<file path="src/rtl/cnn_batch_scheduler.sv">
// cnn_batch_scheduler: streams image words into the enabled CNN cores, launches
// them together, collects predictions under a watchdog and drains the results
// as a tagged, back-pressurable stream.
module cnn_batch_scheduler #(
    parameter int N_CORES   = 4,
    parameter int IMG_WORDS = 64,
    parameter int DATA_W    = 32,
    parameter int PRED_W    = 32,
    parameter int TIMEOUT   = 4096,
    localparam int AW = $clog2(IMG_WORDS),
    localparam int IW = (N_CORES > 1) ? $clog2(N_CORES) : 1,
    localparam int TW = $clog2(TIMEOUT)
) (
    input  logic                      clk_i,
    input  logic                      rst_ni,
    input  logic                      batch_start_i,
    input  logic [N_CORES-1:0]        core_en_i,
    input  logic                      s_valid_i,
    output logic                      s_ready_o,
    input  logic [DATA_W-1:0]         s_data_i,
    input  logic                      s_last_i,
    output logic [N_CORES-1:0]        core_wr_en_o,
    output logic [AW-1:0]             core_wr_addr_o,
    output logic [DATA_W-1:0]         core_wr_data_o,
    output logic [N_CORES-1:0]        core_start_o,
    input  logic [N_CORES-1:0]        core_done_i,
    input  logic [N_CORES*PRED_W-1:0] core_pred_i,
    output logic                      m_valid_o,
    input  logic                      m_ready_i,
    output logic [PRED_W-1:0]         m_data_o,
    output logic [IW-1:0]             m_core_id_o,
    output logic                      m_timeout_o,
    output logic                      all_done_o,
    output logic                      busy_o,
    output logic                      err_len_o
);

    typedef enum logic [1:0] {IDLE, LOAD, RUN, DRAIN} state_t;

    localparam logic [AW-1:0] W_LAST = AW'(IMG_WORDS - 1);
    localparam logic [TW-1:0] T_LAST = TW'(TIMEOUT - 1);

    logic [1:0]         rst_sync_q;
    logic               rst_int_n;
    state_t             state_q, state_d;
    logic [N_CORES-1:0] mask_q, mask_d;
    logic [IW-1:0]      core_q, core_d;
    logic [AW-1:0]      w_q, w_d;
    logic               pad_q, pad_d;
    logic [N_CORES-1:0] wr_en_q, wr_en_d;
    logic [AW-1:0]      wr_addr_q, wr_addr_d;
    logic [DATA_W-1:0]  wr_data_q, wr_data_d;
    logic [N_CORES-1:0] start_q, start_d;
    logic               launched_q, launched_d;
    logic [TW-1:0]      timer_q, timer_d;
    logic [N_CORES-1:0] done_q, done_d;
    logic [PRED_W-1:0]  pred_q [N_CORES];
    logic [PRED_W-1:0]  pred_d [N_CORES];
    logic               all_done_q, all_done_d;
    logic               err_q, err_d;
    logic               hs;
    logic               nxt_found;
    logic [IW-1:0]      nxt_idx;
    logic [N_CORES-1:0] done_now;

    function automatic logic [IW-1:0] lowest(input logic [N_CORES-1:0] m);
        logic [IW-1:0] idx;
        idx = '0;
        for (int k = N_CORES - 1; k >= 0; k--) begin
            if (m[k]) idx = IW'(k);
        end
        return idx;
    endfunction

    // Reset deassertion synchroniser; assertion stays asynchronous.
    always_ff @(posedge clk_i or negedge rst_ni) begin
        if (!rst_ni) rst_sync_q <= '0;
        else         rst_sync_q <= {rst_sync_q[0], 1'b1};
    end
    assign rst_int_n = rst_sync_q[1];

    // Next-state, datapath and output decode for the batch FSM.
    always_comb begin
        // NOTE: every variable gets a default first so no path can infer a latch.
        state_d    = state_q;
        mask_d     = mask_q;
        core_d     = core_q;
        w_d        = w_q;
        pad_d      = pad_q;
        wr_en_d    = '0;
        wr_addr_d  = wr_addr_q;
        wr_data_d  = wr_data_q;
        start_d    = '0;
        launched_d = launched_q;
        timer_d    = timer_q;
        done_d     = done_q;
        pred_d     = pred_q;
        all_done_d = 1'b0;
        err_d      = err_q;
        done_now   = done_q | (core_done_i & mask_q);

        s_ready_o  = (state_q == LOAD) && !pad_q;
        hs         = s_valid_i && s_ready_o;

        // Lowest enabled core strictly above the current one.
        nxt_found = 1'b0;
        nxt_idx   = '0;
        for (int k = N_CORES - 1; k >= 0; k--) begin
            if (mask_q[k] && (k > int'(core_q))) begin
                nxt_found = 1'b1;
                nxt_idx   = IW'(k);
            end
        end

        case (state_q)
            IDLE: begin
                if (batch_start_i) begin
                    err_d  = 1'b0;
                    done_d = '0;
                    if (core_en_i != '0) begin
                        mask_d     = core_en_i;
                        core_d     = lowest(core_en_i);
                        w_d        = '0;
                        pad_d      = 1'b0;
                        launched_d = 1'b0;
                        state_d    = LOAD;
                    end else begin
                        all_done_d = 1'b1;
                    end
                end
            end
            LOAD: begin
                if (hs || pad_q) begin
                    wr_en_d   = N_CORES'(1) << core_q;
                    wr_addr_d = w_q;
                    wr_data_d = pad_q ? '0 : s_data_i;
                    if (w_q == W_LAST) begin
                        if (hs && !s_last_i) err_d = 1'b1;
                        pad_d = 1'b0;
                        w_d   = '0;
                        if (nxt_found) core_d = nxt_idx;
                        else           state_d = RUN;
                    end else begin
                        w_d = w_q + AW'(1);
                        if (hs && s_last_i) begin
                            err_d = 1'b1;
                            pad_d = 1'b1;
                        end
                    end
                end
            end
            RUN: begin
                // First RUN cycle carries the final buffer write; launch follows it.
                if (!launched_q) begin
                    start_d    = mask_q;
                    launched_d = 1'b1;
                    timer_d    = '0;
                end else begin
                    for (int k = 0; k < N_CORES; k++) begin
                        if (core_done_i[k] && mask_q[k] && !done_q[k])
                            pred_d[k] = core_pred_i[k*PRED_W +: PRED_W];
                    end
                    done_d  = done_now;
                    timer_d = timer_q + TW'(1);
                    if ((done_now == mask_q) || (timer_q == T_LAST)) begin
                        core_d  = lowest(mask_q);
                        state_d = DRAIN;
                    end
                end
            end
            DRAIN: begin
                if (m_ready_i) begin
                    if (nxt_found) begin
                        core_d = nxt_idx;
                    end else begin
                        all_done_d = 1'b1;
                        state_d    = IDLE;
                    end
                end
            end
            default: state_d = IDLE;
        endcase
    end

    // State and datapath registers, all cleared by the synchronised reset.
    always_ff @(posedge clk_i or negedge rst_int_n) begin
        if (!rst_int_n) begin
            state_q    <= IDLE;
            mask_q     <= '0;
            core_q     <= '0;
            w_q        <= '0;
            pad_q      <= 1'b0;
            wr_en_q    <= '0;
            wr_addr_q  <= '0;
            wr_data_q  <= '0;
            start_q    <= '0;
            launched_q <= 1'b0;
            timer_q    <= '0;
            done_q     <= '0;
            all_done_q <= 1'b0;
            err_q      <= 1'b0;
            // NOTE: the capture array is a handful of flops, so it is reset so
            // that a mid-batch abort cannot leak stale predictions.
            for (int k = 0; k < N_CORES; k++) pred_q[k] <= '0;
        end else begin
            // NOTE: non-blocking assignments so every register samples pre-edge values.
            state_q    <= state_d;
            mask_q     <= mask_d;
            core_q     <= core_d;
            w_q        <= w_d;
            pad_q      <= pad_d;
            wr_en_q    <= wr_en_d;
            wr_addr_q  <= wr_addr_d;
            wr_data_q  <= wr_data_d;
            start_q    <= start_d;
            launched_q <= launched_d;
            timer_q    <= timer_d;
            done_q     <= done_d;
            all_done_q <= all_done_d;
            err_q      <= err_d;
            pred_q     <= pred_d;
        end
    end

    assign core_wr_en_o   = wr_en_q;
    assign core_wr_addr_o = wr_addr_q;
    assign core_wr_data_o = wr_data_q;
    assign core_start_o   = start_q;
    assign m_valid_o      = (state_q == DRAIN);
    assign m_core_id_o    = m_valid_o ? core_q : '0;
    assign m_data_o       = (m_valid_o && done_q[core_q]) ? pred_q[core_q] : '0;
    assign m_timeout_o    = m_valid_o && !done_q[core_q];
    assign all_done_o     = all_done_q;
    assign busy_o         = (state_q != IDLE);
    assign err_len_o      = err_q;

endmodule
</file>
<file path="config.mk">
export PLATFORM = sky130hd
export DESIGN_NAME = cnn_batch_scheduler
export DESIGN_NICKNAME = d
export VERILOG_FILES = /design/src/rtl/cnn_batch_scheduler.sv
export SDC_FILE = /design/constraint.sdc
export NUM_CORES = 1
export LEC_CHECK = 0
export BUFFER_PORTS_ARGS = -buffer_cell sky130_fd_sc_hd__buf_4
export CAP_MARGIN = 20
export CORE_MARGIN = 8
export CORE_UTILIZATION = 53
export DETAILED_ROUTE_END_ITERATION = 8
export PLACE_DENSITY = 0.81
export REMOVE_ABC_BUFFERS = 1
export SYNTH_ARGS = -nofsm -noshare
export SYNTH_HDL_FRONTEND = slang
export SYNTH_SLANG_ARGS = --single-unit
</file>
<file path="constraint.sdc">
create_clock -name clk_i -period 8.76 [get_ports clk_i]
set_input_delay 1.752 -clock clk_i [delete_from_list [all_inputs] [get_ports clk_i]]
set_output_delay 1.752 -clock clk_i [all_outputs]
set_load 0.1 [all_outputs]
</file>
# Yosys cells after proc, flatten, opt, wreduce, memory -nomap -nowiden
# Index checks and enable logic that the tools add are counted.
[word_totals] register_bits=210 in_bits=174 output_inout_bits=86 word_cells=162
[op_classes] n_addsub=2 order_cmp=5 eq_ne=17 shift=1 n_mux=71 bitwise=3 reduce_logical=44
[op_table] cell="$mux W32" count=4
[op_table] cell="$bmux W32 S2" count=1
[op_table] cell="$mux W2" count=29
[op_table] cell="$mux W4" count=6
[op_table] cell="$mux W6" count=4
[op_table] cell="$reduce_and A3 Y1" count=7
[op_table] cell="$logic_and A1 B1 Y1" count=17
[op_table] cell="$mux W1" count=17
[op_table] cell="$pmux W2 S4" count=2
[op_table] cell="$add A12 B1 Y12 const B" count=1
[op_table] cell="$eq A12 B12 Y1 const B" count=1
[op_table] cell="$mux W12" count=1
[op_table] cell="$ne A2 B2 Y1 const B" count=6
[op_table] cell="$pmux W6 S2" count=1
[op_table] cell="$reduce_and A5 Y1" count=2
[op_table] cell="$reduce_and A9 Y1" count=1
[op_table] cell="$pmux W1 S2" count=4
[op_table] cell="$pmux W4 S2" count=1
[op_table] cell="$logic_not A1 Y1" count=7
[op_table] cell="$reduce_and A7 Y1" count=1
[op_table] cell="$add A6 B1 Y6 const B" count=1
[op_table] cell="$eq A6 B6 Y1 const B" count=1
[op_table] cell="$ne A2 B1 Y1 const B" count=3
[op_table] cell="$reduce_bool A2 Y1" count=3
[op_table] cell="other kinds (19)" count=22

# Depth between registers and ports, before layout
# Gate-level depths: netlist of run 1.
[logic_depth] ltp_word=9 mapped_depth=8 mapped_depth_nobuf=7

# Worst setup path after synthesis of run 1
# No wires, ideal clock.
[synth_timing] kind="register to output" startpoint="register state_q[1]" endpoint="output port m_timeout_o" arrival_time_ns=3.103 required_time_ns=7.008 setup_slack_ns=3.905 path_stages_with_launch=5 path_buffers=2 cell_sequence="dfrtp_1 > ha_1 > clkbuf_1 > clkbuf_1 > nor2b_1"
[synth_between] elab_chain_len=2
[synth_lines] element="start: declaration" line_no="45" text="state_t state_q, state_d;"
[synth_lines] element="start signal: assignment" line_no="207" text="state_q <= state_d;"
[synth_lines] element="$eq A2 B2 Y1" line_no="229" text="assign m_valid_o = (state_q == DRAIN);"
[synth_lines] element="via m_valid_o" line_no="28" text="output logic m_valid_o,"
[synth_lines] element="$logic_and A1 B1 Y1" line_no="232" text="assign m_timeout_o = m_valid_o && !done_q[core_q];"
[synth_lines] element="end: declaration" line_no="32" text="output logic m_timeout_o,"
# The timed path passes the listed nets, and every way through them passes these cells.

# Final worst setup path of run 1
[layout_timing] startpoint="register core_q[0]" endpoint="output port m_data_o[18]"
[layout_between] elab_chain_len=5 word_cells_on_any_way=8 classes_between="mux: 6; bitwise: 1; reduce/logical: 1"
[layout_lines] element="start: declaration" line_no="47" text="logic [IW-1:0] core_q, core_d;"
[layout_lines] element="start signal: assignment" line_no="209" text="core_q <= core_d;"
[layout_lines] element="$not A2 Y3 (not written as such)" line_no="231" text="assign m_data_o = (m_valid_o && done_q[core_q]) ? pred_q[core_q] : '0;"
[layout_lines] element="$bmux W32 S2" line_no="231"
[layout_lines] element="$mux W32 (not written as such) (2 in series)" line_no="231"
[layout_lines] element="$mux W32 (*)" line_no="231"
[layout_lines] element="end: declaration" line_no="30" text="output logic [PRED_W-1:0] m_data_o,"
# Every way passes the cells marked *; elsewhere a longest branch is shown, timed or not. The select of a mux whose other input is x is not followed.

==> metrics.log, run 1 <==
INFO  metric die_area = 22280 µm²
INFO  metric synth-seq-cells = 210
INFO  metric internal_power = 2.815 mW
INFO  metric critPathMostFrequentCell = buf_4
INFO  metric wl_per_cell = 21.57 µm
INFO  metric setup.worst_path.start_class = flop
INFO  metric dominantRegCellSynth = dfrtp_1
INFO  metric cts.sink_count = 210
INFO  metric htree_num_levels = 1
INFO  metric power.share.combinational = 0.450
INFO  metric largest_stage_delay_on_the_critical_path = 0.90 ns
INFO  metric layout-drive-gt1-share = 0.5171
INFO  metric drt_iter0_markers = 355
INFO  metric routed_wirelength = 25090 µm
INFO  metric hold_viol = 0
INFO  metric totalNegativeSetupSlack = 0 ns
INFO  metric dp_hpwl = 17500 µm
INFO  metric cts.path.max_buffers = 3
INFO  metric holdWs = 0.1366 ns
INFO  metric clock-root-buffer = clkbuf_16
INFO  metric synth_enable_flop_cells = 0
INFO  metric floorplan.core_area = 17360 µm²
INFO  metric power_switching_share = 0.4158
INFO  metric max_cap_violations = 0
INFO  metric power_density = 390.1 nW/µm²
INFO  metric worst_setup_end_kind = output pin
INFO  metric worstSkewPairLatency = 0.50 ns
INFO  metric total_switching_power = 2.003 mW
INFO  metric core.rowCount = 48
INFO  metric floorplan.die.width = 149.3 µm
INFO  metric io_pins = 260
INFO  metric largest_net_degree_at_the_start_of_global_routing = 80
INFO  metric gp_congestion = 0.8028
INFO  metric buffer_ports.inserted = 259
INFO  metric worstPathRequired = 7.01 ns
INFO  metric mappedNetlistArea = 9414 µm²
INFO  metric route.detailed.vias_per_inst = 5.714
INFO  metric vdd_drop_max = 0.3175 mV
INFO  metric grt_pass1_wl = 39460 µm
INFO  metric fin_crit = 4.843 ns
INFO  metric seq_power_share = 0.346
INFO  metric final.setup_skew = 0.01253 ns
INFO  metric path_clk_slew = 0.06 ns
INFO  metric syn_avg_cell_area = 14.01 µm²
INFO  metric finalNetCount = 1103
INFO  metric synth_warn = 0
INFO  metric drtAntennaViolNets = 0
INFO  metric synth_async_sr_flop_share = 1.000
INFO  metric via_count = 6645
INFO  metric yosysSeqAreaShare = 0.5582
INFO  metric grt_antenna_before_repair = 0
INFO  metric cp.depth = 4
INFO  metric fin_crit_sh = 0.5528
INFO  metric antenna_cells = 0
INFO  metric crit-reg2reg-launch = state_q[0]$_DFFE_PN0P_
INFO  metric timing.final.max_slew_violations = 0
INFO  metric cellLeakagePower = 5.969 nW
INFO  metric die_height = 149.3 µm
INFO  metric numCtsBuffers = 23
INFO  metric ctsHoldBuffers = 0
INFO  metric initial_utilization = 0.5424
INFO  metric grt_overflow_total = 0
INFO  metric cts_tree = yes
INFO  metric clkPwrFrac = 0.204
INFO  metric timing.setup.critical_path_class = reg -> out
INFO  metric final_critical_path_setup_slack = 3.917 ns
INFO  metric cp-startpoint = core_q[0]$_DFFE_PN0P_
INFO  metric worst_path_dominant_cell_family = multiplexers
INFO  metric track_usage = 0.2233
INFO  metric max_slew.worst_pin.slew = 1.023 ns
INFO  metric critical_path.cell_chain = buf_4 -> mux4_2 -> and3_1 -> buf_4
INFO  metric hold_path_class = reg -> async
INFO  metric maxClockFrequency = 206.5 MHz
INFO  metric worst_slew_margin_rel = 0.3178
INFO  metric cts-resized-gates = 0
INFO  metric cts_setup_buffers = 0
INFO  metric grt_pass1_vias = 7200
INFO  metric crit_path_top_delay_cell = mux4_2
INFO  metric synthToLayoutAreaGrowth = 31.19%
INFO  metric outcome = completed
INFO  metric worst_ep_arrival_time = 3.09 ns
INFO  metric rsz_0062_raised_after_global_routing = false
INFO  metric drt_pass1_iterations = 5
INFO  metric worst-path-max-fanout = 33
INFO  metric place_worst_setup_slack = 4.406 ns
INFO  metric unique_cell_type_count_in_the_yosys_netlist = 49
INFO  metric report.final.setup_viol = 0
INFO  metric worstRegToRegCells = 6
INFO  metric synth_cells = 672
INFO  metric drc = 0
INFO  metric post-layout-total-power = 4.818 mW
INFO  metric cp_num_buf_inv = 2
==> layer usage <==
layer / global-route usage / wire [µm] / vias to the layer above
li1: - / - / 2981
met1: 0.2695 / 9619 / 3391
met2: 0.3794 / 12840 / 213
met3: 0.04854 / 1546 / 60
met4: 0.09692 / 1081 / 0
met5: 0 / 0 / -
==> power by group through the flow <==
stage               Clock, mW  Sequential, mW  Combinational [mW]
global route             1.04            1.72                2.29
CTS                      1.00            1.67                2.19
floorplan                   0            2.20                1.08
global placement            0            1.65                2.14
finish                  0.981            1.67                2.17
detailed placement          0            1.67                2.18
==> cells in the final DEF (no fill, tap or decap), drive strengths merged, types with 2 or more instances in the layout <==
cell type  count
a211oi         2
a21o           3
a21oi          9
a22o          36
a22oi          2
a31oi          8
and2           7
and3          33
buf          270
bufinv         3
clkbuf        33
clkinv         4
dfrtp        210
ha             7
inv           10
mux2         141
mux2i          5
mux4          33
nand2         20
nand2b         6
nand3          9
nand4          4
nor2          22
nor2b          9
nor3           7
nor3b          4
o21ai         15
o22a           2
o31ai          2
o41ai          3
xnor2          2
xor2           5
==> worst paths after layout <==
check,slack (ns),end
setup / recovery,3.92,m_data_o[18]
hold reg to reg,0.14,core_wr_data_o[13]$_DFFE_PN0P_
max in group asynchronous,6.85,core_q[1]$_DFFE_PN0P_
min in group clk_i,0.36,rst_sync_q[1]$_DFF_PN0_
hold / removal,0.14,core_wr_data_o[13]$_DFFE_PN0P_
setup reg to reg,5.78,pred_q[74]$_DFFE_PN0P_
==> metrics by stage <==
stage	instances	utilization	area [µm²]
after global placement	1121	0.6653	11550
after floorplan	627	-	9204
final	1163	0.7116	12350
after detailed placement	1122	0.6669	11570
after global routing	1163	0.7116	12350
after CTS	1163	0.7116	12350
==> cells in the mapped netlist, drive strengths merged, types with 2 or more instances <==
cell type	instances	share of area
a211oi	2	0.0027
a21o	3	0.0024
a21oi	9	0.0048
a22o	36	0.033
a22oi	2	0.0016
a31oi	8	0.0053
and2	7	0.0047
and3	33	0.022
buf	25	0.014
clkbuf	20	0.0080
dfrtp	210	0.56
ha	7	0.0093
inv	9	0.0036
mux2	141	0.17
mux2i	5	0.0053
mux4	33	0.079
nand2	20	0.0080
nand2b	6	0.0040
nand3	9	0.0048
nand4	4	0.0033
nor2	22	0.0088
nor2b	9	0.0060
nor3	7	0.0058
nor3b	4	0.0032
o21ai	15	0.0080
o22a	2	0.0019
o31ai	2	0.0016
o41ai	3	0.0044
xnor2	2	0.0019
xor2	5	0.0047
==> cell type report <==
type,count,area [µm²]
inverter,9,33.78
fill,1188,5006
clock inverter,8,122.6
multi-input combinational,408,3951
clock buffer,33,653.1
tap,225,281.5
sequential,210,5261
timing repair buffer,270,2047
==> kinds of logic (layout without fill, tap and decap cells) <==
group,count (synthesis),count (layout),share of synthesized area
simple gates,126,126,0.07403
other cells,1,1,0.0003983
xor+xnor,7,7,0.006513
compound gates,88,88,0.07270
fa+ha+maj,7,7,0.009303
buf+inv,54,320,0.02592
flops,210,210,0.5582
mux,179,179,0.2529
==> flip-flops by register name, summed over array words and instances, names as in the netlist <==
| name | flops |
|---|---|
| done_q | 4 |
| all_done_o | 1 |
| core_q | 2 |
| timer_q | 12 |
| pred_q | 128 |
| core_wr_addr_o | 6 |
| pad_q | 1 |
| mask_q | 4 |
| w_q | 6 |
| err_len_o | 1 |
| core_start_o | 4 |
| rst_sync_q | 2 |
| core_wr_data_o | 32 |
| state_q | 2 |
| launched_q | 1 |
| core_wr_en_o | 4 |
Power figures use the tool's default switching activity.
==> inputs of run 2 (changes only) <==
--- a/config.mk
+++ b/config.mk
@@ -5,12 +5,13 @@
 export SDC_FILE = /design/constraint.sdc
 export NUM_CORES = 1
 export LEC_CHECK = 0
+export ABC_AREA = 1
 export BUFFER_PORTS_ARGS = -buffer_cell sky130_fd_sc_hd__buf_4
 export CAP_MARGIN = 20
 export CORE_MARGIN = 8
 export CORE_UTILIZATION = 53
 export DETAILED_ROUTE_END_ITERATION = 8
-export PLACE_DENSITY = 0.81
+export PLACE_DENSITY = 0.8
 export REMOVE_ABC_BUFFERS = 1
 export SYNTH_ARGS = -nofsm -noshare
 export SYNTH_HDL_FRONTEND = slang
==> constraint.sdc (replaced) <==
create_clock -name clk_i -period 4.7 [get_ports clk_i]
set_input_delay 0.94 -clock clk_i [delete_from_list [all_inputs] [get_ports clk_i]]
set_output_delay 0.94 -clock clk_i [all_outputs]
set_load 0.1 [all_outputs]
==> metrics.log, run 2 <==
INFO  metric totalNegativeSetupSlack = 0 ns
INFO  metric final_critical_path_setup_slack = 0.8417 ns
INFO  metric grt.met2_usage = 0.3815
INFO  metric initial_utilization = 0.5394
INFO  metric share_of_the_synthesized_area_in_the_top_cell_type = 0.5442
INFO  metric crit-reg2reg-launch = state_q[0]$_DFFE_PN0P_
INFO  metric largest_net_degree_at_the_start_of_global_routing = 104
INFO  metric drtAntennaViolNets = 0
INFO  metric finalInstanceArea = 12460 µm²
INFO  metric fillerInstances = 1377
INFO  metric cts-resized-gates = 0
INFO  metric gr-max-usage-layer = met2
INFO  metric worst_slew_margin_rel = 0.3029
INFO  metric synthTopCellsByCount = 210 x dfrtp_1, 124 x nor2_1, 95 x inv_1
INFO  metric total_area_of_multi_input_combinational_cells = 3760 µm²
INFO  metric floorplan.core_area = 17900 µm²
INFO  metric synth_async_sr_flop_share = 1.000
INFO  metric die_area = 22800 µm²
INFO  metric post-layout-total-power = 8.426 mW
INFO  metric wl_per_cell = 19.48 µm
INFO  metric final_cells = 1417
INFO  metric regMostFlops = pred_q
INFO  metric grt_overflow_total = 0
INFO  metric dp_hpwl = 19390 µm
INFO  metric route.detailed.vias_per_inst = 5.481
INFO  metric worst_ep_arrival_time = 2.92 ns
INFO  metric maxClockFrequency = 259.2 MHz
INFO  metric antenna_cells = 0
INFO  metric die_height = 151.0 µm
INFO  metric routed_wirelength = 27610 µm
INFO  metric final.setup_skew = 0.01583 ns
INFO  metric dominantRegCellSynth = dfrtp_1
INFO  metric worst-path-max-fanout = 23
INFO  metric worstReg2RegEnd = pred_q[77]$_DFFE_PN0P_
INFO  metric hold_path_class = in -> async
INFO  metric yosysSeqAreaShare = 0.5442
INFO  metric syn_avg_cell_area = 10.39 µm²
INFO  metric worst_setup_end_kind = output pin
INFO  metric max_cap_violations = 0
INFO  metric floorplan.die.width = 151.0 µm
INFO  metric clock-root-buffer = clkbuf_16
INFO  metric cp-startpoint = core_q[0]$_DFFE_PN0P_
INFO  metric timing.setup.critical_path_class = reg -> out
INFO  metric layout-drive-gt1-share = 0.3291
INFO  metric worstPathRequired = 3.76 ns
INFO  metric finalNetCount = 1355
INFO  metric largest_reg_flops = 128
INFO  metric synth_warn = 0
INFO  metric synth_enable_flop_cells = 0
INFO  metric register_area = 5259 µm²
INFO  metric cts_tree = yes
INFO  metric post_dp_cell_area = 11690 µm²
INFO  metric track_usage = 0.2401
INFO  metric report.final.setup_viol = 0
INFO  metric cts.path.max_buffers = 3
INFO  metric holdWs = 0.2007 ns
INFO  metric via_count = 7767
INFO  metric grt_antenna_before_repair = 0
INFO  metric hold_viol = 0
INFO  metric setup.worst_path.start_class = flop
INFO  metric drt_iter0_markers = 421
INFO  metric worstRegToRegCells = 6
INFO  metric place_worst_setup_slack = 1.416 ns
INFO  metric synth_cells = 929
INFO  metric ctsHoldBuffers = 0
INFO  metric drc = 0
INFO  metric max_slew.worst_pin.slew = 1.038 ns
INFO  metric io_pins = 260
INFO  metric most-common-layout-cells = 266 x buf_4, 209 x dfrtp_1, 124 x nor2_1
INFO  metric largest_stage_delay_on_the_critical_path = 0.71 ns
INFO  metric buffer_ports.inserted = 259
INFO  metric mostFrequentLayoutCell = buf_4
INFO  metric drt_pass1_iterations = 5
INFO  metric gp_congestion = 0.8754
INFO  metric path_clk_slew = 0.06 ns
INFO  metric cts.sink_count = 210
INFO  metric yosys.cell_count.top_type = dfrtp_1
INFO  metric outcome = completed
INFO  metric synthToLayoutAreaGrowth = 29.08%
INFO  metric vdd_drop_max = 0.5711 mV
INFO  metric reg2reg_setup_slack = 1.84 ns
INFO  metric worstSkewPairLatency = 0.51 ns
INFO  metric numCtsBuffers = 23
INFO  metric crit_path_top_delay_cell = inv_1
INFO  metric fin_crit_sh = 0.8209
INFO  metric htree_num_levels = 1
INFO  metric synth.largest_area_cell = dfrtp_1
INFO  metric critical_path.cell_chain = nand2_1 -> inv_1 -> buf_4 -> a221oi_1 -> a21oi_1 -> buf_4
INFO  metric grt_met3_usage = 0.04721
INFO  metric cellLeakagePower = 6.576 nW
INFO  metric timing.final.max_slew_violations = 0
INFO  metric synth_area_leaders = dfrtp_1 54%, mux2_4 9.3%, nor2_1 4.8%
INFO  metric dp_cells = 1378
INFO  metric use_met1 = 0.3040
INFO  metric fin_crit = 3.858 ns
INFO  metric grt_pass1_wl = 43060 µm
INFO  metric grt_pass1_vias = 8074
INFO  metric unique_cell_type_count_in_the_yosys_netlist = 34
INFO  metric cts_setup_buffers = 0
INFO  metric critPathMostFrequentCell = buf_4
INFO  metric mappedNetlistArea = 9657 µm²
INFO  metric rsz_0062_raised_after_global_routing = false
INFO  metric synth-seq-cells = 210
INFO  metric core.rowCount = 49
INFO  metric power_density = 676.0 nW/µm²
INFO  metric post-route-util = 0.6963
==> run 2: final cells by class <==
type	count	area share
flip-flops and latches	210	0.4219
multi-input cells	574	0.3016
well taps	229	0.02299
repair buffers	267	0.1618
inverters	98	0.02961
clock buffers	32	0.05290
clock inverters	7	0.009135
==> run 2: kinds of logic after synthesis <==
| family | count (synthesis) | synth area share |
|---|---|---|
| other | 1 | 0.0003883 |
| muxes | 82 | 0.1189 |
| and+or+nand+nor | 287 | 0.1298 |
| buffers and inverters | 145 | 0.06647 |
| DFF | 210 | 0.5442 |
| adders and majority gates | 7 | 0.009069 |
| AOI/OAI and AO/OA | 197 | 0.1311 |
==> run 2: power by group <==
part	switching [mW]	leakage, nW	internal (mW)	total [mW]
registers	0.403	2.60	2.48	2.88
logic	2.50	3.60	1.21	3.71
clock network	0.699	0.382	1.14	1.84
total	3.60	6.58	4.83	8.43
==> run 2: worst max-delay path: cells and delay by family, from the launching register on <==
kind,cells,cell delay [ns]
AO/OA/AOI/OAI,2,0.29
AND/OR/NAND/NOR,1,0.15
buffers and inverters,3,1.37
flip-flops,1,0.59
==> run 2: per-layer routing <==
layer,share of wire,wire length [µm]
met4,0.059,1637
met3,0.067,1849
met1,0.40,11100
met2,0.47,13020
met5,0,0
==> run 2: worst max-delay path by stage <==
| stage | endpoint | slack, ns | depth (start not counted) |
|---|---|---|---|
| after floorplan | all_done_o$_DFF_PN0_ | -1.59 | 0 |
| after global placement | m_data_o[23] | 1.47 | 6 |
| after detailed placement | m_data_o[23] | 1.42 | 6 |
| after CTS | m_data_o[23] | 0.83 | 6 |
| after global routing | m_data_o[23] | 0.74 | 6 |
| final | m_data_o[24] | 0.84 | 6 |
